**config.mk**
```make
export PLATFORM = sky130hd
export DESIGN_NAME = iob_dma_mem_arbiter_flat
export DESIGN_NICKNAME = d
export VERILOG_FILES = /design/src/rtl/iob_dma_mem_arbiter_if.sv /design/src/rtl/iob_dma_mem_arbiter.sv /design/src/flat_wrapper.sv
export SDC_FILE = /design/constraint.sdc
export NUM_CORES = 1
export LEC_CHECK = 0
export ABC_CLOCK_PERIOD_IN_PS = 3110
export BUFFER_PORTS_ARGS = -buffer_cell sky130_fd_sc_hd__buf_4
export CAP_MARGIN = 10
export CORE_AREA = 2 2 185 187
export CTS_BUF_LIST = sky130_fd_sc_hd__clkbuf_8
export CTS_CLUSTER_SIZE = 28
export DETAILED_ROUTE_END_ITERATION = 7
export DIE_AREA = 0 0 187 189
export GPL_TIMING_DRIVEN = 0
export PLACE_DENSITY = 0.32
export SKIP_CTS_REPAIR_TIMING = 1
export SLEW_MARGIN = 20
export SYNTH_ARGS = -nofsm -noshare
export SYNTH_HDL_FRONTEND = slang
export SYNTH_SLANG_ARGS = --single-unit
```
**constraint.sdc**
```tcl
create_clock -name clk -period 3.11 [get_ports clk]
set_input_delay 0.622 -clock clk [delete_from_list [all_inputs] [get_ports clk]]
set_output_delay 0.622 -clock clk [all_outputs]
set_load 0.02 [all_outputs]
```
**src/rtl/iob_dma_mem_arbiter_if.sv**
```systemverilog
// Shared-memory bus bundle: N_M native masters on one side, one simple-RAM
// slave on the other, plus arbiter status (grant/busy).
interface iob_dma_mem_arbiter_if #(
   parameter int N_M    = 4,
   parameter int ADDR_W = 24,
   parameter int DATA_W = 32
);
   logic [N_M-1:0]            m_valid;
   logic [N_M*ADDR_W-1:0]     m_addr;
   logic [N_M*DATA_W-1:0]     m_wdata;
   logic [N_M*DATA_W/8-1:0]   m_wstrb;
   logic [N_M*DATA_W-1:0]     m_rdata;
   logic [N_M-1:0]            m_ready;
   logic                      s_valid;
   logic [ADDR_W-1:0]         s_addr;
   logic [DATA_W-1:0]         s_wdata;
   logic [DATA_W/8-1:0]       s_wstrb;
   logic [DATA_W-1:0]         s_rdata;
   logic                      s_ready;
   logic [N_M-1:0]            grant;
   logic                      busy;

   // Arbiter side
   modport slave (
      input  m_valid, m_addr, m_wdata, m_wstrb, s_rdata, s_ready,
      output m_rdata, m_ready, s_valid, s_addr, s_wdata, s_wstrb, grant, busy
   );

   // Environment side: masters plus the memory
   modport master (
      output m_valid, m_addr, m_wdata, m_wstrb, s_rdata, s_ready,
      input  m_rdata, m_ready, s_valid, s_addr, s_wdata, s_wstrb, grant, busy
   );
endinterface

```
**src/rtl/iob_dma_mem_arbiter.sv**
```systemverilog
// Round-robin arbiter sharing one native memory port among N_M masters, one
// transaction in flight; RELEASE swallows the trailing registered-ready pulse.
module iob_dma_mem_arbiter #(
   parameter int N_M    = 4,
   parameter int ADDR_W = 24,
   parameter int DATA_W = 32
) (
   input logic                  clk,
   input logic                  rst,
   iob_dma_mem_arbiter_if.slave bus
);
   localparam int IDX_W = (N_M > 1) ? $clog2(N_M) : 1;
   localparam int STB_W = DATA_W / 8;

   typedef enum logic [1:0] {IDLE, GRANT, RELEASE} state_t;

   state_t           state_q;
   logic [IDX_W-1:0] ptr_q, gnt_idx_q, ptr_d, sel_idx;
   logic [IDX_W:0]   cand;
   logic             sel_found;
   logic [N_M-1:0]   grant_q;
   logic             busy_q;
   logic             in_grant;

   // First requester scanning ptr, ptr+1, ... with explicit wrap at N_M
   always_comb begin
      sel_found = 1'b0;
      sel_idx   = '0;
      cand      = '0;
      for (int i = 0; i < N_M; i++) begin
         cand = {1'b0, ptr_q} + (IDX_W+1)'(i);
         if (cand >= (IDX_W+1)'(N_M)) cand = cand - (IDX_W+1)'(N_M);
         if (!sel_found && bus.m_valid[cand[IDX_W-1:0]]) begin
            sel_found = 1'b1;
            sel_idx   = cand[IDX_W-1:0];
         end
      end
   end

   assign ptr_d    = (gnt_idx_q == IDX_W'(N_M-1)) ? '0 : gnt_idx_q + 1'b1;
   assign in_grant = (state_q == GRANT);

   always_ff @(posedge clk or negedge rst) begin
      if (!rst) begin
         state_q   <= IDLE;
         ptr_q     <= '0;
         gnt_idx_q <= '0;
         grant_q   <= '0;
         busy_q    <= 1'b0;
      end else begin
         case (state_q)
            IDLE: if (sel_found) begin
               gnt_idx_q <= sel_idx;
               grant_q   <= N_M'(1) << sel_idx;
               busy_q    <= 1'b1;
               state_q   <= GRANT;
            end
            // Completion takes priority over a same-cycle abort
            GRANT: if (bus.s_ready) begin
               ptr_q   <= ptr_d;
               state_q <= RELEASE;
            end else if (!bus.m_valid[gnt_idx_q]) begin
               state_q <= RELEASE;
            end
            RELEASE: begin
               grant_q <= '0;
               busy_q  <= 1'b0;
               state_q <= IDLE;
            end
            default: begin
               grant_q <= '0;
               busy_q  <= 1'b0;
               state_q <= IDLE;
            end
         endcase
      end
   end

   // Datapath muxing is combinational so an async reset clears it at once
   always_comb begin
      bus.s_valid = 1'b0;
      bus.s_addr  = '0;
      bus.s_wdata = '0;
      bus.s_wstrb = '0;
      bus.m_ready = '0;
      bus.m_rdata = '0;
      if (in_grant) begin
         bus.s_valid = bus.m_valid[gnt_idx_q];
         bus.s_addr  = bus.m_addr[gnt_idx_q*ADDR_W +: ADDR_W];
         bus.s_wdata = bus.m_wdata[gnt_idx_q*DATA_W +: DATA_W];
         bus.s_wstrb = bus.m_wstrb[gnt_idx_q*STB_W +: STB_W];
         bus.m_ready[gnt_idx_q] = bus.s_ready;
         bus.m_rdata[gnt_idx_q*DATA_W +: DATA_W] = bus.s_rdata;
      end
   end

   assign bus.grant = grant_q;
   assign bus.busy  = busy_q;
endmodule
```
**src/flat_wrapper.sv**
```systemverilog
// flat-port wrapper written by rule: the top's interface ports become plain ports
module iob_dma_mem_arbiter_flat 
#(
   parameter int N_M    = 4,
   parameter int ADDR_W = 24,
   parameter int DATA_W = 32
)
  (clk, rst, bus_m_valid, bus_m_addr, bus_m_wdata, bus_m_wstrb, bus_s_rdata, bus_s_ready, bus_m_rdata, bus_m_ready, bus_s_valid, bus_s_addr, bus_s_wdata, bus_s_wstrb, bus_grant, bus_busy);
  iob_dma_mem_arbiter_if #(.N_M(N_M), .ADDR_W(ADDR_W), .DATA_W(DATA_W)) bus_i ();
  input logic clk;
  input logic rst;
  input wire logic [$bits(bus_i.m_valid)-1:0] bus_m_valid;
  input wire logic [$bits(bus_i.m_addr)-1:0] bus_m_addr;
  input wire logic [$bits(bus_i.m_wdata)-1:0] bus_m_wdata;
  input wire logic [$bits(bus_i.m_wstrb)-1:0] bus_m_wstrb;
  input wire logic [$bits(bus_i.s_rdata)-1:0] bus_s_rdata;
  input wire logic [$bits(bus_i.s_ready)-1:0] bus_s_ready;
  output wire logic [$bits(bus_i.m_rdata)-1:0] bus_m_rdata;
  output wire logic [$bits(bus_i.m_ready)-1:0] bus_m_ready;
  output wire logic [$bits(bus_i.s_valid)-1:0] bus_s_valid;
  output wire logic [$bits(bus_i.s_addr)-1:0] bus_s_addr;
  output wire logic [$bits(bus_i.s_wdata)-1:0] bus_s_wdata;
  output wire logic [$bits(bus_i.s_wstrb)-1:0] bus_s_wstrb;
  output wire logic [$bits(bus_i.grant)-1:0] bus_grant;
  output wire logic [$bits(bus_i.busy)-1:0] bus_busy;
  assign bus_i.m_valid = bus_m_valid;
  assign bus_i.m_addr = bus_m_addr;
  assign bus_i.m_wdata = bus_m_wdata;
  assign bus_i.m_wstrb = bus_m_wstrb;
  assign bus_i.s_rdata = bus_s_rdata;
  assign bus_i.s_ready = bus_s_ready;
  assign bus_m_rdata = bus_i.m_rdata;
  assign bus_m_ready = bus_i.m_ready;
  assign bus_s_valid = bus_i.s_valid;
  assign bus_s_addr = bus_i.s_addr;
  assign bus_s_wdata = bus_i.s_wdata;
  assign bus_s_wstrb = bus_i.s_wstrb;
  assign bus_grant = bus_i.grant;
  assign bus_busy = bus_i.busy;
  iob_dma_mem_arbiter #(.N_M(N_M), .ADDR_W(ADDR_W), .DATA_W(DATA_W)) u_core (.clk(clk), .rst(rst), .bus(bus_i));
endmodule
```
* Word level (Yosys, flattened, before mapping)
Index checks and enable logic that the tools add are counted.
** Word-level totals
- Bits of input ports :: 279
- Word-level logic and storage cells :: 89
- Bits in registers :: 11
** Operators by class
- Bitwise operators :: 3
- Multiply operators :: 1
- $add $sub $neg :: 9
- Shifts and indexed selects :: 6
- Equal/unequal tests :: 4
- Reductions and logical operators :: 12
- Mux-type cells :: 39
- Magnitude comparators :: 10
** Operators by type and width (number)
- bitwise AND 128 bit :: 1
- 2-to-1 mux 128 bit :: 1
- variable shift 32 x 34 -> 128 bit, first input constant :: 1
- indexed part select 128 x 8 -> 32 bit :: 1
- indexed part select 32 x 34 -> 128 bit :: 1
- indexed part select 96 x 8 -> 24 bit :: 1
- negator 7 -> 34 bit :: 1
- 2-to-1 mux 32 bit :: 1
- 2-to-1 mux 2 bit :: 12
- 2-to-1 mux 24 bit :: 1
- indexed part select 16 x 5 -> 4 bit :: 1
- < comparator 2 x 3 -> 1 bit, second input constant :: 5
- 2-to-1 mux 1 bit :: 12
- 2-to-1 mux 4 bit :: 3
- binary-select mux 1 bit (select 2 bit) :: 5
- greater-or-equal comparator 3 bit, second input constant :: 3
- one-hot mux 4 bit (2 select lines) :: 1
- AND reduction 2 bit :: 4
- subtractor 2 x 1 -> 2 bit, second input constant :: 4
- adder 2 x 2 -> 3 bit, second input constant :: 2
- bitwise AND 4 bit :: 1
- logical AND 1 bit :: 4
- multiplier 2 x 2 -> 4 bit, second input constant :: 1
- one-hot mux 2 bit (2 select lines) :: 1
- 14 further kinds :: 16

* Depth between registers and ports, before layout
- Word-level depth :: 17
- Gate-level depth with buffers :: 8
- Gate-level depth less buffers :: 5

* Worst setup path before layout
OpenSTA, ideal clock, no wires.
- Kind :: register -> output
- Start point :: reg u_core.gnt_idx_q[1]
- End point :: out bus_m_rdata[10]
- Cell stages (with the launch flop) :: 8
- Buffers on the path :: 3
- Slack :: 0.500 ns
- Data required time :: 2.488 ns
- Arrival :: 1.988 ns
- Cell sequence :: dfrtp_1 -> buf_2 -> buf_2 -> inv_1 -> ha_1 -> nor4b_4 -> clkbuf_1 -> and2_1
** On the way
- Word-level cells in the longest chain between the ends :: 4
** Ends and longest elaborated chain
- start: declaration :: RTL line iob_dma_mem_arbiter.sv:18 : logic [IDX_W-1:0] ptr_q, gnt_idx_q, ptr_d, sel_idx;
- start signal: assignment :: RTL line iob_dma_mem_arbiter.sv:53 : gnt_idx_q <= sel_idx;
- negator 7 -> 34 bit * :: RTL line iob_dma_mem_arbiter.sv:93 : bus.m_rdata[gnt_idx_q*DATA_W +: DATA_W] = bus.s_rdata;
- indexed part select 32 x 34 -> 128 bit / variable shift 32 x 34 -> 128 bit (equally long branches) :: RTL line iob_dma_mem_arbiter.sv:93
- bitwise AND 128 bit (no source line) *
- 2-to-1 mux 128 bit * :: RTL line iob_dma_mem_arbiter.sv:87 : if (in_grant) begin
- end: declaration :: RTL line flat_wrapper.sv:18 : output wire logic [$bits(bus_i.m_rdata)-1:0] bus_m_rdata;
Every way passes the cells marked *; elsewhere a longest branch is shown, timed or not.

* Worst setup path after layout
- Start point :: reg u_core.gnt_idx_q[1]
- End point :: out bus_m_rdata[114]
The elaborated chain is that of the path after synthesis.

==> flow_summary_export.csv <==
group,metric,value,unit
outcome,status,"finished, final reports clean",
timing,fin_tns_setup,0,ps
synthesis,synth-seq-area-share,0.0801,
finish,num_antenna_cells,0,
timing,finalHoldViolCount,0,
placement,port_buffers,476,
timing,min_period_over_period,0.937,
worst_setup_path,path_class,"flip-flop to primary output",
routing,vias,4628,
worst_setup_path,path_buf_inv,5,
synthesis,synth_area,0.00343,mm^2
power_and_ir_drop,powerDensity,619,mW/mm^2
timing,slew-limit-headroom,0.474,
global_route,grt_pass1_vias,5099,
placement,hpwl,21800,um
synthesis,synthTopCellsByArea,"mux4_2, and2_1, dfrtp_1",
routing,viasPerCell,3.61,
timing,skew,5.56,ps
placement,placed_cell_area,0.00757,mm^2
synthesis,syn_nets,635,
timing,setup_viol,0,
synthesis,syn_area_per_cell,9.81,um^2
synthesis,synthMostInstantiatedCell,"and2_1",
routing,wl_per_cell,19.0,um
power_and_ir_drop,p_leak,0.00386,uW
synthesis,synth.top_cell.area_share,0.400,
timing,worstMarginPinSlew,789,ps
floorplanning,num_rows,67,
floorplanning,core,0.0333,mm^2
synthesis,synth_cells,350,
timing,min_period,2910,ps
routing,ant_nets,0,
finish,nets,1120,
clocking,cts.root.buffer_cell,"clkbuf_8",
global_route,overflow,0,
synthesis,synth_area_leader_cell,"mux4_2",
global_route,grt_pass1_wl,34900,um
synthesis,synth_edf_count,0,
floorplanning,die_y,189,um
synthesis,yosysUniqueCellTypes,31,
floorplanning,die_w,187,um
clocking,htree_levels,1,
finish,postLayoutCellArea,0.00771,mm^2
routing,drc,0,
floorplanning,dieArea,0.0353,mm^2
worst_setup_path,critPathLaunchType,"flip-flop",
clocking,numCtsBuffers,3,
routing,first_pass_iters,4,
power_and_ir_drop,ir_worst_vdd,280,uV
placement,gp_congestion,0.828,
synthesis,synth_common_cells,"and2_1, mux4_2, clkbuf_1",
timing,finalMaxSlewViolations,0,
timing,rsz0062_at_grt,"no",
run,cap_violations,0,
worst_setup_path,critPathMaxFanout,10,
routing,drt-total-wl,24400,um
synthesis,synthFlopType,"dfrtp_1",
synthesis,ys_seq_elements,11,
timing,setup_slack,195,ps
worst_setup_path,cp_common_cell,"buf_4",
worst_setup_path,cpMaxStageDelayCell,"dfrtp_1",
synthesis,async_flop_share,1.00,
worst_setup_path,path_cells,"buf_6 -> buf_8 -> inv_1 -> ha_1 -> nor2_1 -> and4b_2 -> buf_4 -> and2_1 -> buf_4",
worst_setup_path,cp_top_family,"buffers and inverters",
synthesis,yosys_warnings,0,
global_route,grt_max_degree,12,
floorplanning,start_util,0.103,
clocking,cts.sinks,11,
worst_setup_path,worstPathRequired,2490,ps
finish,nFillCells,3695,
clocking,clock_path_buffers,2,
worst_setup_path,slowest_delay,390,ps
clocking,cts_tree,"done",
finish,drive_gt1_frac,0.689,
min_path,min_path_type,"input port to async pin",
placement,post-place-ws,-444,ps
timing,max_freq,343,MHz
worst_setup_path,cp-end-kind,"primary output",
worst_setup_path,cp.arrival,2290,ps
global_route,grt_util_all_layers,0.131,
floorplanning,io_pins,477,
routing,drt_iter0_drc,141,
global_route,antenna_found_initial,1,
clocking,clk_pin_slew,60,ps
clocking,clock_latency,240,ps
finish,syn_to_final_growth,124,%
[cell type report]
| class | count | area (um^2) | share of cell area |
|---|---|---|---|
| Buffer | 33 | 228 | 0.0295 |
| Clock buffer | 3 | 41.3 | 0.00536 |
| Clock inverter | 1 | 3.75 | 0.000487 |
| Inverter | 5 | 18.8 | 0.00243 |
| Multi-Input combinational cell | 301 | 2980 | 0.386 |
| Sequential cell | 11 | 277 | 0.0359 |
| Tap cell | 448 | 561 | 0.0727 |
| Timing Repair Buffer | 480 | 3600 | 0.467 |
[report_power, final]
part | switching [uW] | internal [uW] | leakage (uW) | total (uW)
sequential | 79.6 | 215 | 0.000137 | 295
combinational | 2200 | 2140 | 0.00370 | 4340
clock | 57.3 | 86.9 | 0.0000269 | 144
total | 2340 | 2440 | 0.00386 | 4770
[flip-flops by register name, summed over array words and instances, names as in the netlist]
name              flops
u_core.bus.grant      4
u_core.gnt_idx_q      2
u_core.ptr_q          2
u_core.state_q        2
u_core.bus.busy       1
[metal layers]
| metal | vias up | track usage | share of wire | wire [um] |
|---|---|---|---|---|
| li1 | 2216 | - | - | - |
| met1 | 2212 | 0.154 | 0.39 | 9630 |
| met2 | 196 | 0.255 | 0.54 | 13300 |
| met3 | 4 | 0.0261 | 0.057 | 1390 |
| met4 | 0 | 0.00366 | 0.0030 | 74 |
| met5 | - | 0 | 0 | 0 |
[cell families after synthesis]
kind of cell | after synthesis | share of synthesized area
AO/OA/AOI/OAI | 15 | 0.0313
adder cells (fa/ha/maj) | 6 | 0.0219
buffers and inverters | 38 | 0.0583
flip-flops | 11 | 0.0801
multiplexers | 64 | 0.409
AND/OR/NAND/NOR | 216 | 0.399
[path summary, 6_finish.rpt]
| kind | start | end | slack, ps | depth (start not counted) |
|---|---|---|---|---|
| worst max-delay path | u_core.gnt_idx_q[1] | bus_m_rdata[114] | 200 | 9 |
| worst min-delay path | rst | u_core.state_q[1] | 210 | 1 |
| worst max register to register | u_core.state_q[1] | u_core.state_q[0] | 1410 | 4 |
| worst min register to register | u_core.ptr_q[0] | u_core.ptr_q[0] | 510 | 2 |
| max in group asynchronous | rst | u_core.gnt_idx_q[0] | 2730 | 1 |
| min in group clk | u_core.ptr_q[0] | u_core.ptr_q[0] | 510 | 2 |
[through the flow]
step                      hold slack, ps  instances  power (uW)   util
after floorplan                      326        350        2860      -
after global placement               475       1274        4700  0.227
after detailed placement             477       1274        4650  0.227
after CTS                            217       1278        4810  0.229
after global routing                 220       1282        5140  0.232
final                                214       1282        4770  0.232
[placed cells by master, fill, tap and decap left out, types with 3 or more instances in the layout]
| cell type | synthesis | routed |
|---|---|---|
| and2_1 | 189 | 189 |
| o31ai_1 | 5 | 5 |
| and3_1 | 4 | 4 |
| nand3b_1 | 4 | 4 |
| mux4_2 | 61 | 61 |
| nor2b_1 | 3 | 3 |
| dfrtp_1 | 11 | 10 |
| clkbuf_1 | 14 | 10 |
| clkbuf_8 | 0 | 3 |
| ha_1 | 6 | 5 |
| nand2_1 | 3 | 3 |
| buf_6 | 5 | 6 |
| nor2_1 | 4 | 4 |
| a21oi_1 | 4 | 4 |
| buf_4 | 1 | 484 |
| buf_2 | 4 | 3 |
| clkbuf_4 | 0 | 7 |
| inv_1 | 5 | 6 |
[worst register-to-register path, stage by stage, from the launching register on]
cell	delay, ps
dfrtp_1	470
nor2b_1	280
clkbuf_1	640
nand3_1	150
nand2_1	100
Note: power is estimated with default switching activity, not from simulation.
